==> src/rtl/lstm_pkg.sv <==
// Shared constants and types for the LSTM step sequencer and the cell it wraps.
package lstm_pkg;
    localparam int N       = 8;
    localparam int S       = 8;
    localparam int VEC_W   = S * N;
    localparam int LAT_DEF = 4;

    typedef enum logic [1:0] {
        IDLE = 2'd0,
        WAIT = 2'd1,
        OUT  = 2'd2
    } state_t;

    typedef logic [VEC_W-1:0] vec_t;
endpackage

==> src/rtl/lstm_hist_shift.sv <==
// S-entry, N-bit hidden-state history; newest entry sits in the low N bits.
module lstm_hist_shift
    import lstm_pkg::*;
(
    input  logic         clk,
    input  logic         reset,
    input  logic         clear,
    input  logic         load,
    input  logic [N-1:0] din,
    output vec_t         q
);
    vec_t hist_d;
    vec_t hist_q;

    // Clear wins over load so a sequence end discards the final h_t.
    always_comb begin
        hist_d = hist_q;
        if (clear) begin
            hist_d = '0;
        end else if (load) begin
            hist_d = {hist_q[VEC_W-N-1:0], din};
        end
    end

    always_ff @(posedge clk) begin
        if (reset) begin
            hist_q <= '0;
        end else begin
            hist_q <= hist_d;
        end
    end

    assign q = hist_q;
endmodule

==> src/rtl/lstm_step_sequencer.sv <==
// Steps one LSTM cell through a sequence: accepts x_t, waits LAT cycles,
// captures h_t/c_t, hands the result out and feeds it back as history.
module lstm_step_sequencer
    import lstm_pkg::*;
#(
    parameter int LAT    = LAT_DEF,
    parameter int STEP_W = 16
) (
    input  logic              CLOCK_50,
    input  logic              reset,
    input  logic              in_valid,
    output logic              in_ready,
    input  logic [VEC_W-1:0]  in_xt,
    input  logic              in_first,
    input  logic              in_last,
    output logic [VEC_W-1:0]  cell_xt,
    output logic [VEC_W-1:0]  cell_ht1,
    output logic [N-1:0]      cell_ct1,
    input  logic [N-1:0]      cell_ht,
    input  logic [N-1:0]      cell_ct,
    output logic              out_valid,
    input  logic              out_ready,
    output logic [N-1:0]      out_ht,
    output logic [N-1:0]      out_ct,
    output logic [STEP_W-1:0] out_step,
    output logic              out_last
);
    localparam int CNT_W = $clog2(LAT + 1);

    state_t              state_d, state_q;
    logic [CNT_W-1:0]    cnt_d, cnt_q;
    logic [STEP_W-1:0]   step_d, step_q;
    logic                last_flag_d, last_flag_q;
    logic                in_ready_d, in_ready_q;
    logic                out_valid_d, out_valid_q;
    logic [VEC_W-1:0]    xt_d, xt_q;
    logic [N-1:0]        ct1_d, ct1_q;
    logic [N-1:0]        out_ht_d, out_ht_q;
    logic [N-1:0]        out_ct_d, out_ct_q;
    logic [STEP_W-1:0]   out_step_d, out_step_q;
    logic                out_last_d, out_last_q;
    logic                hist_clear;
    logic                hist_load;

    // Cell inputs only move at the accept edge or the output handshake edge,
    // so they stay constant for the whole WAIT interval.
    always_comb begin
        state_d     = state_q;
        cnt_d       = cnt_q;
        step_d      = step_q;
        last_flag_d = last_flag_q;
        in_ready_d  = in_ready_q;
        out_valid_d = out_valid_q;
        xt_d        = xt_q;
        ct1_d       = ct1_q;
        out_ht_d    = out_ht_q;
        out_ct_d    = out_ct_q;
        out_step_d  = out_step_q;
        out_last_d  = out_last_q;
        hist_clear  = 1'b0;
        hist_load   = 1'b0;

        case (state_q)
            IDLE: begin
                in_ready_d = 1'b1;
                if (in_valid && in_ready_q) begin
                    xt_d        = in_xt;
                    last_flag_d = in_last;
                    if (in_first) begin
                        ct1_d      = '0;
                        step_d     = '0;
                        hist_clear = 1'b1;
                    end
                    cnt_d      = CNT_W'(LAT);
                    in_ready_d = 1'b0;
                    state_d    = WAIT;
                end
            end
            WAIT: begin
                cnt_d = cnt_q - CNT_W'(1);
                if (cnt_q == CNT_W'(1)) begin
                    out_ht_d    = cell_ht;
                    out_ct_d    = cell_ct;
                    out_step_d  = step_q;
                    out_last_d  = last_flag_q;
                    out_valid_d = 1'b1;
                    state_d     = OUT;
                end
            end
            OUT: begin
                if (out_valid_q && out_ready) begin
                    if (out_last_q) begin
                        hist_clear = 1'b1;
                        ct1_d      = '0;
                        step_d     = '0;
                    end else begin
                        hist_load = 1'b1;
                        ct1_d     = out_ct_q;
                        step_d    = step_q + STEP_W'(1);
                    end
                    out_valid_d = 1'b0;
                    in_ready_d  = 1'b1;
                    state_d     = IDLE;
                end
            end
            default: begin
                state_d = IDLE;
            end
        endcase
    end

    always_ff @(posedge CLOCK_50) begin
        if (reset) begin
            state_q     <= IDLE;
            cnt_q       <= '0;
            step_q      <= '0;
            last_flag_q <= 1'b0;
            in_ready_q  <= 1'b0;
            out_valid_q <= 1'b0;
            xt_q        <= '0;
            ct1_q       <= '0;
            out_ht_q    <= '0;
            out_ct_q    <= '0;
            out_step_q  <= '0;
            out_last_q  <= 1'b0;
        end else begin
            state_q     <= state_d;
            cnt_q       <= cnt_d;
            step_q      <= step_d;
            last_flag_q <= last_flag_d;
            in_ready_q  <= in_ready_d;
            out_valid_q <= out_valid_d;
            xt_q        <= xt_d;
            ct1_q       <= ct1_d;
            out_ht_q    <= out_ht_d;
            out_ct_q    <= out_ct_d;
            out_step_q  <= out_step_d;
            out_last_q  <= out_last_d;
        end
    end

    lstm_hist_shift u_hist (
        .clk   (CLOCK_50),
        .reset (reset),
        .clear (hist_clear),
        .load  (hist_load),
        .din   (out_ht_q),
        .q     (cell_ht1)
    );

    assign in_ready  = in_ready_q;
    assign out_valid = out_valid_q;
    assign cell_xt   = xt_q;
    assign cell_ct1  = ct1_q;
    assign out_ht    = out_ht_q;
    assign out_ct    = out_ct_q;
    assign out_step  = out_step_q;
    assign out_last  = out_last_q;
endmodule
==> config.mk <==
export PLATFORM = sky130hd
export DESIGN_NAME = lstm_step_sequencer
export DESIGN_NICKNAME = d
export VERILOG_FILES = /design/src/rtl/lstm_pkg.sv /design/src/rtl/lstm_hist_shift.sv /design/src/rtl/lstm_step_sequencer.sv
export SDC_FILE = /design/constraint.sdc
export NUM_CORES = 1
export LEC_CHECK = 0
export CORE_MARGIN = 2
export CORE_UTILIZATION = 44
export DETAILED_ROUTE_END_ITERATION = 10
export GPL_ROUTABILITY_DRIVEN = 0
export PLACE_DENSITY = 0.9
export SLEW_MARGIN = 20
export SYNTH_ARGS = -nofsm -noshare
export SYNTH_HDL_FRONTEND = slang
export SYNTH_SLANG_ARGS = --single-unit
export TNS_END_PERCENT = 10
==> constraint.sdc <==
create_clock -name CLOCK_50 -period 2.25 [get_ports CLOCK_50]
set_input_delay 0.45 -clock CLOCK_50 [delete_from_list [all_inputs] [get_ports CLOCK_50]]
set_output_delay 0.45 -clock CLOCK_50 [all_outputs]
set_load 0.02 [all_outputs]
==> results of run 1 <==
-- path summary, 6_finish.rpt --
check / startpoint / to / slack, ns
worst min-delay path: reset / cell_ct1[3]$_SDFFE_PP0P_ / 0.44
worst max-delay path: out_ct[5]$_SDFFE_PP0P_ / out_ct[5] / 0.32
worst min register to register: last_flag_q$_SDFFE_PP0P_ / out_last$_SDFFE_PP0P_ / 0.45
worst max register to register: state_q[1]$_SDFFE_PP0P_ / u_hist.q[1]$_SDFFE_PP0P_ / 0.33
-- through the flow --
stage / total power [mW] / setup WS [ns] / std cells / util / hold slack, ns
after detailed placement: 4.27 / 0.0112 / 1288 / 0.632 / 0.445
after global placement: 4.26 / 0.0547 / 1288 / 0.632 / 0.440
after floorplan: 3.91 / 0.536 / 874 / - / 0.432
after global routing: 7.72 / 0.178 / 1320 / 0.674 / 0.440
final: 7.48 / 0.322 / 1320 / 0.674 / 0.437
after CTS: 7.52 / 0.292 / 1320 / 0.674 / 0.413
-- Yosys cell counts (2+ instances only) --
master	number	area, um^2
nand2_1	337	1260
dfxtp_1	193	3860
a21oi_1	181	906
clkbuf_1	48	180
nor2_1	18	67.6
buf_2	11	55.1
nand3_1	10	50.1
a22oi_1	9	67.6
buf_1	8	30.0
o21ai_0	6	30.0
or3_1	5	31.3
a31oi_1	4	25.0
o31ai_1	4	30.0
or4_1	4	30.0
ha_1	3	37.5
nand4_1	3	18.8
nand4b_1	3	26.3
nor3_1	3	15.0
a211oi_1	2	15.0
a21o_1	2	15.0
and2_1	2	12.5
and3_1	2	12.5
and4_1	2	17.5
inv_1	2	7.51
nand2b_1	2	12.5
-- sequential cells by signal (all words and copies together) (netlist names), 2 cells and up --
register and flops:
cnt_q 3, cell_xt 64, out_ht 8, cell_ct1 8, state_q 2, u_hist.q 64, out_step 16, out_ct 8
step_q 16
-- metal layers --
layer | global-route usage | vias to the layer above | share of wire
met2 | 0.393 | 249 | 0.49
met1 | 0.256 | 3042 | 0.40
met4 | 0.0786 | 0 | 0.022
li1 | - | 3316 | -
met5 | 0 | - | 0
met3 | 0.0912 | 29 | 0.091
-- cell type report --
class	instances	area [um^2]
Clock buffer	17	425
Tap cell	211	264
Inverter	2	7.51
Sequential cell	193	3860
Clock inverter	15	224
Fill cell	1228	4970
Timing Repair Buffer	270	2730
Multi-Input combinational cell	612	2780
-- power breakdown --
part	switching, mW	internal [mW]
Sequential	0.0454	3.49
Clock	1.38	1.90
Combinational	0.337	0.323
-- logic make-up after synthesis --
kind of cell               after synthesis
AOI/OAI and AO/OA                      208
xor gates and xnor gates                 2
adders and majority gates                3
buffers and inverters                   69
DFF                                    193
and+or+nand+nor                        399
-- cell usage in the layout, fill, tap and decap left out, types with 2 or more instances in the layout --
cell type / count
a211oi_1: 2
a21oi_1: 181
a22oi_1: 9
a31oi_1: 4
and2_1: 2
and3_1: 2
and4_1: 2
buf_12: 5
buf_4: 10
bufinv_16: 4
clkbuf_16: 17
clkdlybuf4s50_1: 255
clkinv_4: 4
clkinvlp_4: 2
dfxtp_1: 193
ha_1: 3
inv_1: 2
inv_6: 3
nand2_1: 337
nand2b_1: 2
nand3_1: 10
nand4_1: 3
nand4b_1: 3
nor2_1: 17
nor3_1: 2
o21ai_0: 6
o31ai_1: 4
or2_2: 2
or3_1: 4
or4_1: 4
==> summary.md, run 1 <==
| Metric | Value |
|---|---|
| Die X | 129 um |
| CP endpoint kind | output pin |
| Max Cap Viol | 0 |
| Total gr overflow | 0 |
| Sequential share of the synthesized area | 0.560 |
| Initial antenna violation count | 0 |
| DRT iter0 DRCs | 332 |
| Critical path's slowest cell | clkdlybuf4s50_1 |
| Fin area | 10300 um^2 |
| # IOs | 257 |
| Clock Path Buffers | 2 |
| Final hold violation count | 0 |
| GRT Total Usage | 0.228 |
| Post-Synth XOR/XNOR Area | 0.00254 |
| Die H | 129 um |
| Clock root buffer master | clkbuf_16 |
| Max-slew headroom | 0.511 |
| Initial core utilization | 0.452 |
| Final setup violation count | 0 |
| Register clock-pin slew on the reported worst setup and hold paths | 0.07 ns |
| Num CTS Buffers | 17 |
| Slew @ Worst Pin | 0.733 ns |
| Synth Area in Adders | 0.00544 |
| Fin crit share | 0.857 |
| Worst r2r path cells | 5 |
| Buf/Inv on CP | 1 |
| Largest net degree at the start of global routing | 90 |
| Top delay family on crit path | buffers and inverters |
| Post-Route WL | 19100 um |
| CTS resizes | 0 |
| Post-DRT Antenna Nets | 0 |
| RSZ-0062 raised after global routing | no |
| Leak | 3.42 nW |
| Number of global-route vias before repair | 6240 |
| Register bit total from synthesis | 193 |
| Fin nets | 1185 |
| CTS Sinks | 193 |
| Clock tree from TritonCTS | done |
| Via count | 6636 |
| Area of the core | 15300 um^2 |
| H-tree level count | 4 |
| Detailed Place HPWL | 13000 um |
| Ant diodes | 0 |
| DRT Pass-1 Iters | 5 |
| Main combinational cell family by area after synthesis | simple AND/OR/NAND/NOR gates |
| Mux contribution to synthesized area | 0 |
| Via-to-Cell Ratio | 5.03 |
| Worst skew pair latency | 0.42 ns |
| Cell area after synthesis | 6900 um^2 |
| Status | completed |
| Clock skew | 0.0108 ns |
| DRC errors left | 0 |
| Share of async-settable or async-resettable flops after synthesis | 0 |
| First-pass GRT wire length | 30500 um |
| Maximum fanout along the worst path | 3 |
| Share of layout cells above drive strength 1 | 0.0487 |
| Post-DP Area | 9640 um^2 |
| Final Max Slew Viols | 0 |
| Sum of negative setup slack | 0 ns |
| Synth Area in Simple Gates | 0.235 |
| Post-synth top flop | dfxtp_1 |
| Pwr per Cell Area | 727 nW/um^2 |
| DR WL/cell | 14.5 um |
| Compound-Gate Fraction of Synth Area | 0.158 |
| Synthesized instance count | 874 |
| Final Critical Period | 1.93 ns |
| Number of synthesized flops with an enable pin | 0 |
| Synth unique cells | 35 |
| Startpoint types | register |
| Post-Synthesis Net Count | 963 |
| Crit path cell chain | clkdlybuf4s50_1 |
| Hold Path Stages | 2 |
| Synthesized area per cell | 7.90 um^2 |
| Data required, critical path | 1.80 ns |
| Yosys warning total | 0 |
| Die Area | 16700 um^2 |
| Arrival @ worst endpoint | 1.48 ns |
| IO buf count | 256 |
| Hold-fix buffers, CTS | 0 |
| Post-CTS setup buffers | 0 |
| WS Path Type | register to output pin |
| Area Growth Syn to Fin | 49.0% |
| Critical Path Stages | 1 |
| HP Class | input pin to register |
| Fmax | 0.519 GHz |
| Row count | 45 |
| Worst vdd ir | 554 uV |
| Worst path max stage delay | 0.71 ns |
(Power assumes the default switching activity.)
==> run 2: changes to the inputs <==
--- a/config.mk
+++ b/config.mk
@@ -6,10 +6,11 @@
 export NUM_CORES = 1
 export LEC_CHECK = 0
 export CORE_MARGIN = 2
-export CORE_UTILIZATION = 44
+export CORE_UTILIZATION = 46
+export CTS_BUF_LIST = sky130_fd_sc_hd__clkbuf_2 sky130_fd_sc_hd__clkbuf_4 sky130_fd_sc_hd__clkbuf_8
 export DETAILED_ROUTE_END_ITERATION = 10
 export GPL_ROUTABILITY_DRIVEN = 0
-export PLACE_DENSITY = 0.9
+export PLACE_DENSITY = 0.93
 export SLEW_MARGIN = 20
 export SYNTH_ARGS = -nofsm -noshare
 export SYNTH_HDL_FRONTEND = slang
==> summary.md, run 2 (synthesized netlist as in run 1, its figures left out) <==
| Metric | Value |
|---|---|
| Status | completed |
| Register clock-pin slew on the reported worst setup and hold paths | 0.09 ns |
| Commonest non-fill, non-tap cell in the layout | nand2_1 |
| Critical path's slowest cell | dfxtp_1 |
| Data required, critical path | 2.60 ns |
| Worst vdd ir | 388 uV |
| Area of the core | 14600 um^2 |
| GRT Total Usage | 0.236 |
| Detailed Place HPWL | 13200 um |
| Final Max Slew Viols | 0 |
| Clock tree from TritonCTS | done |
| Worst R2R Start | state_q[1]$_SDFFE_PP0P_ |
| Critical Path Start | state_q[1]$_SDFFE_PP0P_ |
| Total gr overflow | 0 |
| # IOs | 257 |
| Fmax | 0.512 GHz |
| Routed wl met3 | 1540 um |
| Buf/Inv on CP | 1 |
| IO buf count | 256 |
| CP endpoint kind | register |
| Worst path max stage delay | 0.50 ns |
| Max-slew headroom | 0.582 |
| WS Path Type | register to register |
| Largest net degree at the start of global routing | 102 |
| CTS resizes | 0 |
| Most frequent cells in the layout | 337 x nand2_1, 255 x clkdlybuf4s50_1, 193 x dfxtp_1 |
| Clock root buffer master | clkbuf_8 |
| Placed Cells | 1262 |
| Die Area | 16000 um^2 |
| Clock skew | 0.0102 ns |
| First-pass GRT wire length | 30800 um |
| Clock Path Buffers | 2 |
| Final setup violation count | 0 |
| Post-CTS setup buffers | 0 |
| Crit path cell chain | or3b_1, or2_2, buf_4, nand2_1, a21oi_1 |
| Die X | 127 um |
| WL met2 | 9430 um |
| Ant diodes | 0 |
| Final hold violation count | 0 |
| Post-Route WL | 19100 um |
| Fin nets | 1186 |
| Leak | 3.35 nW |
| Startpoint types | register |
| H-tree level count | 4 |
| Final Instance Count excl. Fillers | 1294 |
| Area Growth Syn to Fin | 45.8% |
| Hold-fix buffers, CTS | 0 |
| CTS Sinks | 193 |
| Via count | 6736 |
| Hold wc startpoint | reset |
| Pwr per Cell Area | 646 nW/um^2 |
| DRC errors left | 0 |
| Arrival @ worst endpoint | 2.30 ns |
| Number of global-route vias before repair | 6305 |
| DRT met1 WL | 7640 um |
| Share of layout cells above drive strength 1 | 0.0495 |
| Hold slack | 0.373 ns |
| Maximum fanout along the worst path | 64 |
| Top delay family on crit path | simple AND/OR/NAND/NOR gates |
| RSZ-0062 raised after global routing | no |
| Fin crit share | 0.868 |
| Final-layout fill cell count | 1078 |
| DRT iter0 DRCs | 503 |
| DR WL/cell | 14.8 um |
| Highest Signal Layer | met4 |
| Die H | 127 um |
| Slew @ Worst Pin | 0.627 ns |
| Sum of negative setup slack | 0 ns |
| Multi-input gate area | 2780 um^2 |
| Final Critical Period | 1.95 ns |
| Worst skew pair latency | 0.46 ns |
| Max Cap Viol | 0 |
| Initial core utilization | 0.473 |
| Row count | 44 |
| Post-DRT Antenna Nets | 0 |
| DRT Pass-1 Iters | 5 |
| Via-to-Cell Ratio | 5.21 |
| Register area | 3860 um^2 |
| Initial antenna violation count | 0 |
| Num CTS Buffers | 17 |
| HP Class | input pin to register |
==> run 2: cell types whose count changed in the layout (fill, tap and decap cells not counted), sizes merged <==
cell / change
clkinv: +2
clkinvlp: -2
clkbuf: +4
inv: -2
bufinv: -2
buf: +1
==> run 2: per-stage QoR <==
step / util / setup slack, ns / power, mW / cell area (um^2)
6_report: 0.690 / 0.297 / 6.51 / 10100
3_5_place_dp: 0.662 / -0.0168 / 4.28 / 9660
3_3_place_gp: 0.662 / 0.0458 / 4.27 / 9660
5_1_grt: 0.690 / 0.185 / 6.77 / 10100
2_1_floorplan: - / 0.536 / 3.91 / 6900
4_1_cts: 0.690 / 0.274 / 6.56 / 10100
==> run 2: path summary, 6_finish.rpt <==
check,endpoint,slack (ns),cells after the start
max reg2reg,u_hist.q[18]$_SDFFE_PP0P_,0.30,5
max,u_hist.q[18]$_SDFFE_PP0P_,0.30,5
min,cnt_q[1]$_SDFFE_PP0P_,0.37,2
min reg2reg,cell_xt[39]$_SDFFE_PP0P_,0.46,2
==> run 2: where the power goes <==
part | switching [mW] | internal, mW
Combinational | 0.342 | 0.328
Clock | 1.21 | 1.10
Sequential | 0.0447 | 3.49
==> run 2: layout make-up <==
type,count,share of cell area
timing repair buffer,271,0.275
inverter,2,0.000746
sequential,193,0.384
tap,184,0.0229
multi-input combinational,612,0.276
clock inverter,11,0.0127
clock buffer,21,0.0281
==> run 2: routing by layer <==
metal	up-vias	global-route usage
met3	38	0.0860
li1	3311	-
met2	252	0.394
met4	0	0.0944
met5	-	0
met1	3135	0.275
